## src/rtl/mem_ctrl.sv

```systemverilog
// mem_ctrl: arbitrates fetch and load/store ports onto a byte-serial 8-bit RAM bus.
// Replay cycles re-drive the previous address after a bus pause.
module mem_ctrl #(
    parameter int ADDR_WIDTH      = 32,
    parameter bit LAST_GRANT_INIT = 1'b1
) (
    input  logic                  clk_in,
    input  logic                  rst_in,
    input  logic                  rdy_in,
    input  logic                  if_req,
    input  logic [ADDR_WIDTH-1:0] if_addr,
    output logic [31:0]           if_data,
    output logic                  if_done,
    input  logic                  ls_req,
    input  logic                  ls_wr,
    input  logic [1:0]            ls_size,
    input  logic [ADDR_WIDTH-1:0] ls_addr,
    input  logic [31:0]           ls_wdata,
    output logic [31:0]           ls_rdata,
    output logic                  ls_done,
    input  logic [7:0]            mem_din,
    output logic [7:0]            mem_dout,
    output logic [ADDR_WIDTH-1:0] mem_a,
    output logic                  mem_wr
);
    typedef enum logic [1:0] {IDLE, RD, WR, DONE} state_t;
    state_t                r_state, w_state;
    logic                  r_last, w_last, r_is_if, w_is_if, r_rep, w_rep, r_wr, w_wr;
    logic                  r_if_done, w_if_done, r_ls_done, w_ls_done, w_grant_if;
    logic [2:0]            r_n, w_n, r_k, w_k, w_k1;
    logic [ADDR_WIDTH-1:0] r_a, w_a, r_a_prev, w_a_prev;
    logic [3:0][7:0]       r_wdata, w_wdata, r_buf, w_buf;
    logic [7:0]            r_dout, w_dout;
    logic [31:0]           r_if_data, w_if_data, r_ls_rdata, w_ls_rdata;

    always_comb begin
        w_state    = r_state;
        w_last     = r_last;
        w_is_if    = r_is_if;
        w_rep      = r_rep;
        w_wr       = r_wr;
        w_if_done  = r_if_done;
        w_ls_done  = r_ls_done;
        w_n        = r_n;
        w_k        = r_k;
        w_a        = r_a;
        w_a_prev   = r_a_prev;
        w_wdata    = r_wdata;
        w_buf      = r_buf;
        w_dout     = r_dout;
        w_if_data  = r_if_data;
        w_ls_rdata = r_ls_rdata;
        w_k1       = r_k + 3'd1;
        w_grant_if = if_req && (!ls_req || !r_last);
        if (!rdy_in) begin
            w_rep = r_rep || (r_state == RD);
        end else begin
            case (r_state)
                IDLE: if (if_req || ls_req) begin
                    w_is_if  = w_grant_if;
                    w_last   = w_grant_if;
                    w_a      = w_grant_if ? if_addr : ls_addr;
                    w_a_prev = w_a;
                    w_n      = (w_grant_if || ls_size[1]) ? 3'd4 : (ls_size[0] ? 3'd2 : 3'd1);
                    w_wdata  = ls_wdata;
                    w_k      = '0;
                    w_buf    = '0;
                    w_wr     = !w_grant_if && ls_wr;
                    w_dout   = w_wr ? ls_wdata[7:0] : 8'd0;
                    w_state  = w_wr ? WR : RD;
                end
                RD: if (r_rep) begin
                    w_rep = 1'b0;
                end else begin
                    // mem_din now carries the byte addressed in the previous cycle
                    if (r_k != 3'd0) w_buf[r_k[1:0] - 2'd1] = mem_din;
                    if (r_k == r_n) begin
                        w_state    = DONE;
                        w_a        = '0;
                        w_if_done  = r_is_if;
                        w_ls_done  = !r_is_if;
                        w_if_data  = r_is_if ? w_buf : r_if_data;
                        w_ls_rdata = r_is_if ? r_ls_rdata : w_buf;
                    end else begin
                        w_k      = w_k1;
                        w_a_prev = r_a;
                        w_a      = (w_k1 == r_n) ? r_a : r_a + ADDR_WIDTH'(1);
                    end
                end
                WR: if (w_k1 == r_n) begin
                    w_state   = DONE;
                    w_wr      = 1'b0;
                    w_a       = '0;
                    w_dout    = 8'd0;
                    w_ls_done = 1'b1;
                end else begin
                    w_k    = w_k1;
                    w_a    = r_a + ADDR_WIDTH'(1);
                    w_dout = r_wdata[w_k1[1:0]];
                end
                DONE: begin
                    w_state   = IDLE;
                    w_if_done = 1'b0;
                    w_ls_done = 1'b0;
                end
                default: w_state = IDLE;
            endcase
        end
    end

    always_ff @(posedge clk_in) begin
        if (rst_in) begin
            r_state    <= IDLE;
            r_last     <= LAST_GRANT_INIT;
            r_is_if    <= 1'b0;
            r_rep      <= 1'b0;
            r_wr       <= 1'b0;
            r_if_done  <= 1'b0;
            r_ls_done  <= 1'b0;
            r_n        <= '0;
            r_k        <= '0;
            r_a        <= '0;
            r_a_prev   <= '0;
            r_wdata    <= '0;
            r_buf      <= '0;
            r_dout     <= '0;
            r_if_data  <= '0;
            r_ls_rdata <= '0;
        end else begin
            r_state    <= w_state;
            r_last     <= w_last;
            r_is_if    <= w_is_if;
            r_rep      <= w_rep;
            r_wr       <= w_wr;
            r_if_done  <= w_if_done;
            r_ls_done  <= w_ls_done;
            r_n        <= w_n;
            r_k        <= w_k;
            r_a        <= w_a;
            r_a_prev   <= w_a_prev;
            r_wdata    <= w_wdata;
            r_buf      <= w_buf;
            r_dout     <= w_dout;
            r_if_data  <= w_if_data;
            r_ls_rdata <= w_ls_rdata;
        end
    end

    assign mem_a    = r_rep ? r_a_prev : r_a;
    assign mem_wr   = r_wr && rdy_in;
    assign mem_dout = r_dout;
    assign if_data  = r_if_data;
    assign if_done  = r_if_done;
    assign ls_rdata = r_ls_rdata;
    assign ls_done  = r_ls_done;
endmodule

```

## config.mk

```make
export PLATFORM = sky130hd
export DESIGN_NAME = mem_ctrl
export DESIGN_NICKNAME = d
export VERILOG_FILES = /design/src/rtl/mem_ctrl.sv
export SDC_FILE = /design/constraint.sdc
export NUM_CORES = 1
export LEC_CHECK = 0
export ABC_CLOCK_PERIOD_IN_PS = 7200
export BUFFER_PORTS_ARGS = -buffer_cell sky130_fd_sc_hd__buf_4
export CORE_MARGIN = 1.5
export CORE_UTILIZATION = 30
export CTS_BUF_LIST = sky130_fd_sc_hd__clkbuf_16
export DETAILED_ROUTE_END_ITERATION = 8
export PLACE_DENSITY_LB_ADDON = 0.2
export SYNTH_ARGS = -nofsm -noshare
export SYNTH_HDL_FRONTEND = slang
export SYNTH_SLANG_ARGS = --single-unit
```

## constraint.sdc

```tcl
create_clock -name clk_in -period 7.2 [get_ports clk_in]
set_clock_uncertainty 0.1 [all_clocks]
set_input_delay 1.08 -clock clk_in [delete_from_list [all_inputs] [get_ports clk_in]]
set_output_delay 1.08 -clock clk_in [all_outputs]
set_load 0.01 [all_outputs]
```

==> run metrics <==
layout cells sized above 1=22.7%; DR vias=just over 9000; cts bufs inserted=26; first-pass GRT wire length=49400 um; multi-input logic area=5630 um^2; CTS H-tree depth=1; Mapped Avg Cell Area=8.61 um^2; share of the synthesized area in the top cell type=around 41%; delay-heaviest family, CP=compound AO/OA/AOI/OAI gates; Worst Setup SP=r_k[0]$_SDFFE_PP0P_; Hold Vio Cnt, Final=0; worst slew pin tran=1.15 ns; RSZ-0062 raised after global routing=false; gpl congestion=0.804; FF-to-FF End=r_a[25]$_SDFFE_PP0P_; Tmin final=4.19 ns; clk sink count=214; Reg area=4290 um^2; cell count after synthesis=approximately 1200; Crit path arrival time=4.52 ns; FP Rows=68; slowest cell on the critical path=o21a_1; dpl cell area=12300 um^2; worst path required time=7.53 ns; Max stage delay on crit path=between 0.9 and 1 ns; final setup TNS=0 ns; #FFs+latches synth=214; design area=13100 um^2; Setup crit end=r_a[25]$_SDFFE_PP0P_; status=finished clean; Worst-path clk slew=0.06 ns; worst path cell trace=inv_1, ha_1, xor2_1, o31a_1, o21a_1, o21ai_1, a221oi_1; Crit Path Class=reg -> reg; Core Area=roughly 34000 um^2; Port Buffers=between 200 and 250; DPL Wire Length=21200 um; vias in the first global route=8850; Chip Width=approximately 190 um; CP startpoint kind=flip-flop; # DRC=0; Post-synth EDFFs=0; CTS tree=yes; WL final=31300 um; Die Y=roughly 190 um; Final Max Tran Viols=0; drt first pass iters=5; wire length per cell=17.1 um; Die ar.=35800 um^2; post-synth net total=around 1300; Static Leak=0.00501 uW; fillers=3549; initial antenna violation count=0; Final ANT Viol Nets=0; cts hold-fix bufs=0; async set-reset flop share out of synthesis=0%; Overflow after GRT=0; max_slew headroom=23.7%; worst r2r src=r_k[0]$_SDFFE_PP0P_; main flop type after synthesis=dfxtp_1; final setup fails=0; cell taking the most area after synthesis=dfxtp_1; Clock Latency Late Sink=0.53 ns; max_cap viols=0; post-synthesis cell type count=just under 70; Longest Clk Path Bufs=3; Mapped Area=10400 um^2; diode count=0; Root Driver=clkbuf_16; CP Max Fanout=25; # IOs=219; largest net degree at the start of global routing=between 70 and 80; crit end category=flip-flop; YS warnings=0; hold wc startpoint=r_wdata[4]$_SDFFE_PP0P_; Synth area leaders=dfxtp_1 41%, mux2i_1 9.5%, nor2_1 6.2%, a211oi_1 5.3%, nand2_1 4.8%; min-delay worst type=reg -> reg; Max rail drop VDD=170 uV; Reg2Reg Setup Slack=3.01 ns; GRT Overall Usage=17.0%; Layout Nets=1483; Fmax achieved=0.239 GHz; sequential share of the synthesized area=between 40% and 50%; Via density=5.08; cell count along the critical path=7; setup bufs post-CTS=0; Initial Utilization=30.3%; part of the cycle the worst path needs=around 58%; PD cells=approximately 260 nW/um^2; Worst R2R Path Depth=7; initial drt markers=542; CP bufs+invs=1; area grow syn2layout=25.7%; post-cts sizing count=0
per-layer routing:
| metal | vias up | GRT usage, % | wire, um |
|---|---|---|---|
| li1 | 4659 | - | - |
| met1 | 4391 | 23.9 | 15000 |
| met2 | 221 | 27.3 | 14200 |
| met3 | 31 | 2.95 | 1780 |
| met4 | 0 | 3.14 | 413 |
| met5 | - | 0 | 0 |
worst reg2reg max path, stage by stage (launching register included):
cell,delay (ns)
dfxtp_1,0.89
inv_1,0.21
ha_1,0.66
xor2_1,0.27
o31a_1,0.55
o21a_1,0.92
o21ai_1,0.19
a221oi_1,0.30
state kept, by name (all words and copies together), names as in the netlist:
name	flops
if_data	32
if_done	1
ls_done	1
ls_rdata	32
mem_dout	8
r_a	32
r_a_prev	32
r_buf	32
r_is_if	1
r_k	3
r_last	1
r_n	3
r_rep	1
r_state	2
r_wdata	32
r_wr	1
power by group:
| group | leakage, uW | internal (uW) | switching [uW] |
|---|---|---|---|
| clock network | 0.000422 | 740 | 516 |
| registers | 0.00174 | 1290 | 111 |
| logic | 0.00285 | 347 | 454 |
worst min path at each step:
stage                     cells after the start                 endpoint  slack (ns)
after floorplan                               2      r_last$_SDFFE_PP1P_        0.33
after global placement                        2  r_wdata[3]$_SDFFE_PP0P_        0.34
after detailed placement                      2  r_wdata[4]$_SDFFE_PP0P_        0.35
after CTS                                     2  r_wdata[4]$_SDFFE_PP0P_        0.35
after global routing                          2  r_wdata[4]$_SDFFE_PP0P_        0.37
final                                         2  r_wdata[4]$_SDFFE_PP0P_        0.35
cells in the mapped netlist (7+ instances only):
cell type	instances
a211oi_1	73
and2_1	8
ha_1	12
a31oi_1	7
nand3_1	22
nor4_1	9
o221ai_1	13
and4_1	8
mux4_2	8
clkbuf_1	66
dfxtp_1	214
nand2_1	133
o21ai_0	55
nor3_1	14
a21oi_1	66
buf_2	22
o32ai_1	7
mux2i_1	99
nor2_1	172
buf_1	13
mux2_2	24
nor2b_1	8
nand4_1	12
a22oi_1	37
inv_1	19
o211a_1	8
stage by stage:
step / utilization, % / std cells / total power (uW) / setup slack, ns / hold WS, ns
finish: 38.1 / 1831 / 3460 / 3.01 / 0.354
global route: 38.1 / 1831 / 3650 / 2.57 / 0.374
CTS: 38.1 / 1831 / 3510 / 2.93 / 0.354
detailed placement: 35.7 / 1786 / 2230 / 2.95 / 0.347
global placement: 35.7 / 1786 / 2220 / 3.19 / 0.339
floorplan: - / 1209 / 1940 / 4.18 / 0.329
cell families (layout without fill, tap and decap cells):
logic type / count (synthesis) / after routing / share of synthesized area (%)
simple gates: 412 / 412 / 17.7
compound gates: 307 / 307 / 20.1
xor+xnor: 6 / 6 / 0.721
fa+ha+maj: 12 / 12 / 1.44
buf+inv: 127 / 294 / 5.03
flops: 214 / 214 / 41.1
mux: 131 / 131 / 13.8
placed cells by master (no fill, tap or decap), types with 8 or more instances in the layout:
cell type | Yosys | routed
buf_4 | 5 | 228
dfxtp_1 | 214 | 213
nor2_1 | 172 | 171
nand2_1 | 133 | 133
mux2i_1 | 99 | 99
a211oi_1 | 73 | 73
a21oi_1 | 66 | 66
o21ai_0 | 55 | 55
a22oi_1 | 37 | 37
inv_1 | 19 | 27
clkbuf_16 | 0 | 27
mux2_2 | 24 | 24
nand3_1 | 22 | 22
nor3_1 | 14 | 14
o221ai_1 | 13 | 13
nand4_1 | 12 | 12
ha_1 | 12 | 11
nor4_1 | 9 | 9
and2_1 | 8 | 8
nor2b_1 | 8 | 8
mux4_2 | 8 | 8
and4_1 | 8 | 8
o211a_1 | 8 | 8
area by class of cell:
cell class / count / area share [%]
clock buffers: 27 / 5.16
clock inverters: 18 / 0.975
inverters: 20 / 0.574
multi-input cells: 868 / 43.0
flip-flops and latches: 214 / 32.8
well taps: 455 / 4.35
repair buffers: 229 / 13.2
(Power assumes the default switching activity.)
